$ cat src/rtl/stage_sequencer_if.sv
// Handshake and status bundle between the stage sequencer and its datapath/caches.
// The count preload pair lets the retired-instruction counter be set to a known value.
interface stage_sequencer_if;
    logic        run;
    logic        instrReady;
    logic        memReady;
    logic        memRead;
    logic        memWrite;
    logic        regWriteFlag;
    logic        branch;
    logic        unconditionalBranch;
    logic        countLoad;
    logic [15:0] countLoadValue;

    logic        instrReq;
    logic        irLoad;
    logic        aluEnable;
    logic        memReq;
    logic        memWriteEnable;
    logic        regWriteEnable;
    logic        pcUpdate;
    logic [2:0]  stage;
    logic [15:0] instrCount;
    logic        error;

    modport slave (
        input  run, instrReady, memReady, memRead, memWrite, regWriteFlag,
               branch, unconditionalBranch, countLoad, countLoadValue,
        output instrReq, irLoad, aluEnable, memReq, memWriteEnable,
               regWriteEnable, pcUpdate, stage, instrCount, error
    );

    modport master (
        output run, instrReady, memReady, memRead, memWrite, regWriteFlag,
               branch, unconditionalBranch, countLoad, countLoadValue,
        input  instrReq, irLoad, aluEnable, memReq, memWriteEnable,
               regWriteEnable, pcUpdate, stage, instrCount, error
    );
endinterface

$ cat src/rtl/stage_sequencer.sv
// Multi-cycle instruction stage sequencer: fetch/decode/execute/memory/writeback
// with a 15-cycle ready timeout on fetch and memory that parks in a sticky ERROR.
module stage_sequencer (
    input  logic              i_clock,
    input  logic              i_reset,
    stage_sequencer_if.slave  io_seq
);
    // state     | meaning
    // IDLE      | waiting for run
    // FETCH     | instruction request outstanding
    // DECODE    | one-cycle decode gap
    // EXECUTE   | ALU strobe, decoder flags latched
    // MEMORY    | data request outstanding
    // WRITEBACK | register file write
    // ERROR     | ready timeout, held until reset
    typedef enum logic [2:0] {
        IDLE      = 3'd0,
        FETCH     = 3'd1,
        DECODE    = 3'd2,
        EXECUTE   = 3'd3,
        MEMORY    = 3'd4,
        WRITEBACK = 3'd5,
        ERROR     = 3'd7
    } state_t;

    localparam logic [3:0] WAIT_LIMIT = 4'd14;

    state_t      r_state;
    state_t      w_state_next;
    logic [3:0]  r_wait;
    logic        r_mem_read;
    logic        r_mem_write;
    logic [15:0] r_instr_count;

    logic        w_wait_inc;
    logic        w_latch;
    logic        w_retire;
    logic        w_instr_req;
    logic        w_ir_load;
    logic        w_alu_enable;
    logic        w_mem_req;
    logic        w_mem_we;
    logic        w_reg_we;

    always_ff @(posedge i_clock or posedge i_reset) begin
        if (i_reset) begin
            r_state       <= IDLE;
            r_wait        <= 4'd0;
            r_mem_read    <= 1'b0;
            r_mem_write   <= 1'b0;
            r_instr_count <= 16'd0;
        end else begin
            r_state <= w_state_next;
            // Every state change clears the wait count, which covers entry to FETCH and MEMORY.
            if (w_state_next != r_state)
                r_wait <= 4'd0;
            else if (w_wait_inc)
                r_wait <= r_wait + 4'd1;
            if (w_latch) begin
                r_mem_read  <= io_seq.memRead;
                r_mem_write <= io_seq.memWrite;
            end
            if (io_seq.countLoad)
                r_instr_count <= io_seq.countLoadValue;
            else if (w_retire)
                r_instr_count <= r_instr_count + 16'd1;
        end
    end

    always_comb begin
        w_state_next = r_state;
        w_wait_inc   = 1'b0;
        w_latch      = 1'b0;
        w_retire     = 1'b0;
        w_instr_req  = 1'b0;
        w_ir_load    = 1'b0;
        w_alu_enable = 1'b0;
        w_mem_req    = 1'b0;
        w_mem_we     = 1'b0;
        w_reg_we     = 1'b0;
        case (r_state)
            IDLE: begin
                if (io_seq.run)
                    w_state_next = FETCH;
            end
            FETCH: begin
                w_instr_req = 1'b1;
                if (io_seq.instrReady) begin
                    w_ir_load    = 1'b1;
                    w_state_next = DECODE;
                end else if (r_wait == WAIT_LIMIT) begin
                    w_state_next = ERROR;
                end else begin
                    w_wait_inc = 1'b1;
                end
            end
            DECODE: begin
                w_state_next = EXECUTE;
            end
            EXECUTE: begin
                w_alu_enable = 1'b1;
                w_latch      = 1'b1;
                if (io_seq.memRead || io_seq.memWrite)
                    w_state_next = MEMORY;
                else if (io_seq.branch || io_seq.unconditionalBranch)
                    w_retire = 1'b1;
                else if (io_seq.regWriteFlag)
                    w_state_next = WRITEBACK;
                else
                    w_retire = 1'b1;
            end
            MEMORY: begin
                w_mem_req = 1'b1;
                w_mem_we  = r_mem_write;
                // A read with the write flag also set is a store: no writeback.
                if (io_seq.memReady) begin
                    if (r_mem_read && !r_mem_write)
                        w_state_next = WRITEBACK;
                    else
                        w_retire = 1'b1;
                end else if (r_wait == WAIT_LIMIT) begin
                    w_state_next = ERROR;
                end else begin
                    w_wait_inc = 1'b1;
                end
            end
            WRITEBACK: begin
                w_reg_we = 1'b1;
                w_retire = 1'b1;
            end
            ERROR: begin
                w_state_next = ERROR;
            end
            default: begin
                w_state_next = IDLE;
            end
        endcase
        if (w_retire)
            w_state_next = io_seq.run ? FETCH : IDLE;
    end

    assign io_seq.instrReq       = w_instr_req;
    assign io_seq.irLoad         = w_ir_load;
    assign io_seq.aluEnable      = w_alu_enable;
    assign io_seq.memReq         = w_mem_req;
    assign io_seq.memWriteEnable = w_mem_we;
    assign io_seq.regWriteEnable = w_reg_we;
    assign io_seq.pcUpdate       = w_retire;
    assign io_seq.stage          = r_state;
    assign io_seq.instrCount     = r_instr_count;
    assign io_seq.error          = (r_state == ERROR);
endmodule

$ cat src/flat_wrapper.sv
// flat-port wrapper written by rule: the top's interface ports become plain ports
module stage_sequencer_flat 
  (i_clock, i_reset, io_seq_run, io_seq_instrReady, io_seq_memReady, io_seq_memRead, io_seq_memWrite, io_seq_regWriteFlag, io_seq_branch, io_seq_unconditionalBranch, io_seq_countLoad, io_seq_countLoadValue, io_seq_instrReq, io_seq_irLoad, io_seq_aluEnable, io_seq_memReq, io_seq_memWriteEnable, io_seq_regWriteEnable, io_seq_pcUpdate, io_seq_stage, io_seq_instrCount, io_seq_error);
  stage_sequencer_if io_seq_i ();
  input  logic i_clock;
  input  logic i_reset;
  input wire logic [$bits(io_seq_i.run)-1:0] io_seq_run;
  input wire logic [$bits(io_seq_i.instrReady)-1:0] io_seq_instrReady;
  input wire logic [$bits(io_seq_i.memReady)-1:0] io_seq_memReady;
  input wire logic [$bits(io_seq_i.memRead)-1:0] io_seq_memRead;
  input wire logic [$bits(io_seq_i.memWrite)-1:0] io_seq_memWrite;
  input wire logic [$bits(io_seq_i.regWriteFlag)-1:0] io_seq_regWriteFlag;
  input wire logic [$bits(io_seq_i.branch)-1:0] io_seq_branch;
  input wire logic [$bits(io_seq_i.unconditionalBranch)-1:0] io_seq_unconditionalBranch;
  input wire logic [$bits(io_seq_i.countLoad)-1:0] io_seq_countLoad;
  input wire logic [$bits(io_seq_i.countLoadValue)-1:0] io_seq_countLoadValue;
  output wire logic [$bits(io_seq_i.instrReq)-1:0] io_seq_instrReq;
  output wire logic [$bits(io_seq_i.irLoad)-1:0] io_seq_irLoad;
  output wire logic [$bits(io_seq_i.aluEnable)-1:0] io_seq_aluEnable;
  output wire logic [$bits(io_seq_i.memReq)-1:0] io_seq_memReq;
  output wire logic [$bits(io_seq_i.memWriteEnable)-1:0] io_seq_memWriteEnable;
  output wire logic [$bits(io_seq_i.regWriteEnable)-1:0] io_seq_regWriteEnable;
  output wire logic [$bits(io_seq_i.pcUpdate)-1:0] io_seq_pcUpdate;
  output wire logic [$bits(io_seq_i.stage)-1:0] io_seq_stage;
  output wire logic [$bits(io_seq_i.instrCount)-1:0] io_seq_instrCount;
  output wire logic [$bits(io_seq_i.error)-1:0] io_seq_error;
  assign io_seq_i.run = io_seq_run;
  assign io_seq_i.instrReady = io_seq_instrReady;
  assign io_seq_i.memReady = io_seq_memReady;
  assign io_seq_i.memRead = io_seq_memRead;
  assign io_seq_i.memWrite = io_seq_memWrite;
  assign io_seq_i.regWriteFlag = io_seq_regWriteFlag;
  assign io_seq_i.branch = io_seq_branch;
  assign io_seq_i.unconditionalBranch = io_seq_unconditionalBranch;
  assign io_seq_i.countLoad = io_seq_countLoad;
  assign io_seq_i.countLoadValue = io_seq_countLoadValue;
  assign io_seq_instrReq = io_seq_i.instrReq;
  assign io_seq_irLoad = io_seq_i.irLoad;
  assign io_seq_aluEnable = io_seq_i.aluEnable;
  assign io_seq_memReq = io_seq_i.memReq;
  assign io_seq_memWriteEnable = io_seq_i.memWriteEnable;
  assign io_seq_regWriteEnable = io_seq_i.regWriteEnable;
  assign io_seq_pcUpdate = io_seq_i.pcUpdate;
  assign io_seq_stage = io_seq_i.stage;
  assign io_seq_instrCount = io_seq_i.instrCount;
  assign io_seq_error = io_seq_i.error;
  stage_sequencer u_core (.i_clock(i_clock), .i_reset(i_reset), .io_seq(io_seq_i));
endmodule
$ cat config.mk
export PLATFORM = sky130hd
export DESIGN_NAME = stage_sequencer_flat
export DESIGN_NICKNAME = d
export VERILOG_FILES = /design/src/rtl/stage_sequencer_if.sv /design/src/rtl/stage_sequencer.sv /design/src/flat_wrapper.sv
export SDC_FILE = /design/constraint.sdc
export NUM_CORES = 1
export LEC_CHECK = 0
export BUFFER_PORTS_ARGS = -buffer_cell sky130_fd_sc_hd__buf_2
export CAP_MARGIN = 15
export CORE_MARGIN = 8
export CORE_UTILIZATION = 48
export DETAILED_ROUTE_END_ITERATION = 6
export PLACE_DENSITY = 0.77
export SLEW_MARGIN = 20
export SYNTH_ARGS = -nofsm -noshare
export SYNTH_HDL_FRONTEND = slang
export SYNTH_SLANG_ARGS = --single-unit
$ cat constraint.sdc
create_clock -name i_clock -period 1.6 [get_ports i_clock]
set_input_delay 0.08 -clock i_clock [delete_from_list [all_inputs] [get_ports i_clock]]
set_output_delay 0.08 -clock i_clock [all_outputs]
set_load 0.05 [all_outputs]
==> results.ini <==
[run_status]
outcome=complete, but fails checks
violations=setup timing

[route]
ant_nets=0
routed-via-count=2328
drc=0
via_per_inst=5.98
drt_iter0_markers=209
avgRoutedWirePerCell_microns=17.5
dr.pass1.iters=4
drt-total-wl_microns=6810

[final_layout]
drive_gt1_share_pct=55.2
final_nets=370
diodes=0
finalInstanceArea_sq_um=3190
area_delta_synth_final_pct=58.9

[placed_design]
dpl.hpwl_microns=4740
numPortBuffers=53
gp_congestion=0.863
place_area_sq_um=2810

[sta]
worst_hold_slack_ps=42.2
finalHoldViolCount=0
fmax_ghz=0.593
fin_crit_sh_pct=105
setup_slack_ps=-85.1
grt_setup_unrepaired=yes
clock_skew_ps=8.54
finalMaxSlewViolations=0
tightest_slew_ps=348
setup_viol=14
period_minus_slack_ps=1690
slew_headroom_pct=76.5
finalSetupTns_ps=-914

[synthesis]
synth_edf_count=0
yosys.area.top_type=dfrtp_1
ys_async_sr_fraction_pct=100
synth_nets=261
ys.flop_type=dfrtp_1
syn_avg_cell_area_sq_um=8.70
syn_area_sq_um=2010
synth_most_common_cell=dfrtp_1
ys_types=58
yosysTopAreaCellShare_pct=31.1
ys_ff_latch=25
synthTopCellsByCount=25 x dfrtp_1, 23 x nand3_1, 13 x nand2_1
seq_area_frac_synth_pct=31.1
ys_warn_count=0
ys_top_cells_by_area=dfrtp_1 31%, nand3_1 5.7%, nor2b_1 3.7%
synth_cells=231

[grt]
antenna_found_initial=0
grt_start_max_net_pins=26
grt_pass1_wl_microns=11000
grtUsageTotal_pct=20.2
overflow=0
grt_pass1_vias=2385

[cts]
clk_pin_slew_ps=100
cts_tree=built
clock_latency_ps=270
cts_sinks=25
clockBufferDepth=2
cts_htree_levels=1
cts_made_buffers=3
cts_root_buf=clkbuf_8

[worst_setup_path]
crit_path_start_kind=register
crit_type=register to register
path_delay_family=buffers and inverters
worst_path_largest_cell_delay_ps=450
cp.required_ps=1790
crit_buf_inv=3
worstPathCellList=buf_12 > nand2b_1 > buf_4 > nor3b_2 > buf_4 > nor3_2 > o31ai_1
crit_path_end_kind=register
worstPathMaxFanout=12
critical_path.most_common_cell=buf_4
cp_slowest_cell=dfrtp_2
worstPathArrival_ps=1870

[power_and_ir_drop]
power_density_nw_per_um2=1700
p_leak_uw=0.00134
ir_worst_vdd_v=0.00159

[floorplanning]
die_h_microns=80.7
die-area_sq_um=6510
fp.dieW_microns=80.7
rows=23
io_pins=54
coreArea_sq_um=4030
initial_core_util_pct=49.9

[hold_path]
hp-class=input pin to register

[job]
max-cap-violations=0

-- sequential cells by signal, summed over array words and instances, names as in the netlist --
register / count
u_core.io_seq.instrCount: 16
u_core.io_seq.stage: 3
u_core.r_mem_read: 1
u_core.r_mem_write: 1
u_core.r_wait: 4
-- final timing paths --
kind / from / to / slack [ps] / cells after the start
worst min-delay path: io_seq_countLoadValue[15] / u_core.io_seq.instrCount[15]$_DFFE_PP0P_ / 40 / 3
worst max-delay path: u_core.io_seq.stage[1]$_DFF_PP0_ / u_core.io_seq.instrCount[0]$_DFFE_PP0P_ / -90 / 7
min in group asynchronous: i_reset / u_core.io_seq.instrCount[5]$_DFFE_PP0P_ / 400 / 4
max in group asynchronous: i_reset / u_core.io_seq.stage[2]$_DFF_PP0_ / 910 / 4
worst max register to register: u_core.io_seq.stage[1]$_DFF_PP0_ / u_core.io_seq.instrCount[0]$_DFFE_PP0P_ / -90 / 7
worst min register to register: u_core.r_mem_read$_DFFE_PP0P_ / u_core.r_mem_read$_DFFE_PP0P_ / 620 / 2
-- routing by layer --
layer / wire [microns] / vias to the layer above / track usage (%)
li1: - / 1120 / -
met3: 422 / 10 / 2.79
met2: 3470 / 79 / 34.1
met5: 0 / - / 0
met4: 82 / 0 / 4.82
met1: 2840 / 1119 / 26.5
-- cells in the final DEF (no fill, tap or decap), types with 3 or more instances in the layout --
cell / n
o21ai_2: 3
a21oi_1: 6
nor2b_1: 11
nand4_1: 5
dfrtp_2: 15
nor3b_4: 4
nor2_1: 7
o2111ai_2: 8
dfrtp_1: 10
buf_2: 47
buf_6: 8
buf_4: 55
a22oi_1: 8
inv_1: 7
buf_8: 3
a31oi_1: 3
nor3b_1: 4
o211ai_1: 6
nor3_1: 4
nand3_1: 22
o21ai_1: 3
a211oi_2: 3
a2111o_1: 5
clkbuf_8: 3
nand2_1: 11
or2_2: 3
-- metrics by stage --
step	power, uW	cells	setup slack (ps)	util, %
after floorplan	3170	231	-250	-
after global placement	4260	370	-41.0	69.8
after detailed placement	4310	370	-94.2	69.8
after CTS	5000	382	-75.6	74.7
after global routing	5730	389	-198	79.3
final	5420	389	-85.1	79.3
-- timing repair --
action	in CTS	in global routing
hold buffers	2	0
gates resized for setup	25	27
hold endpoints to repair	26	0
pin swaps	15	10
buffers inserted	6	7
endpoints found under the setup margin	20	27
-- where the power goes --
group	switching (uW)	leakage [uW]	total [uW]	internal, uW
logic	2240	0.00104	3980	1740
registers	215	0.000277	1050	831
clock network	218	0.0000228	396	179
-- layout make-up --
class                           instances  area (sq um)
Clock buffer                            4          45.0
Fill cell                             279           836
Inverter                                7          26.3
Multi-Input combinational cell        185          1560
Sequential cell                        25           644
Tap cell                               50          62.6
Timing Repair Buffer                  118           851
-- cells by family (layout without fill, tap and decap cells) --
family,after synthesis,in the layout,synth area share (%)
AND/OR/NAND/NOR,109,109,33.7
AO/OA/AOI/OAI,68,68,26.5
flip-flops,25,25,31.1
buffers and inverters,21,129,4.23
adder cells (fa/ha/maj),3,3,1.87
multiplexers,3,3,1.68
XOR/XNOR,2,2,0.872
-- worst register-to-register path, stage by stage (launching register included) --
cell	delay [ps]
dfrtp_2	450
buf_12	150
nand2b_1	170
buf_4	160
nor3b_2	240
buf_4	190
nor3_2	40
o31ai_1	200
(Power assumes the default switching activity.)
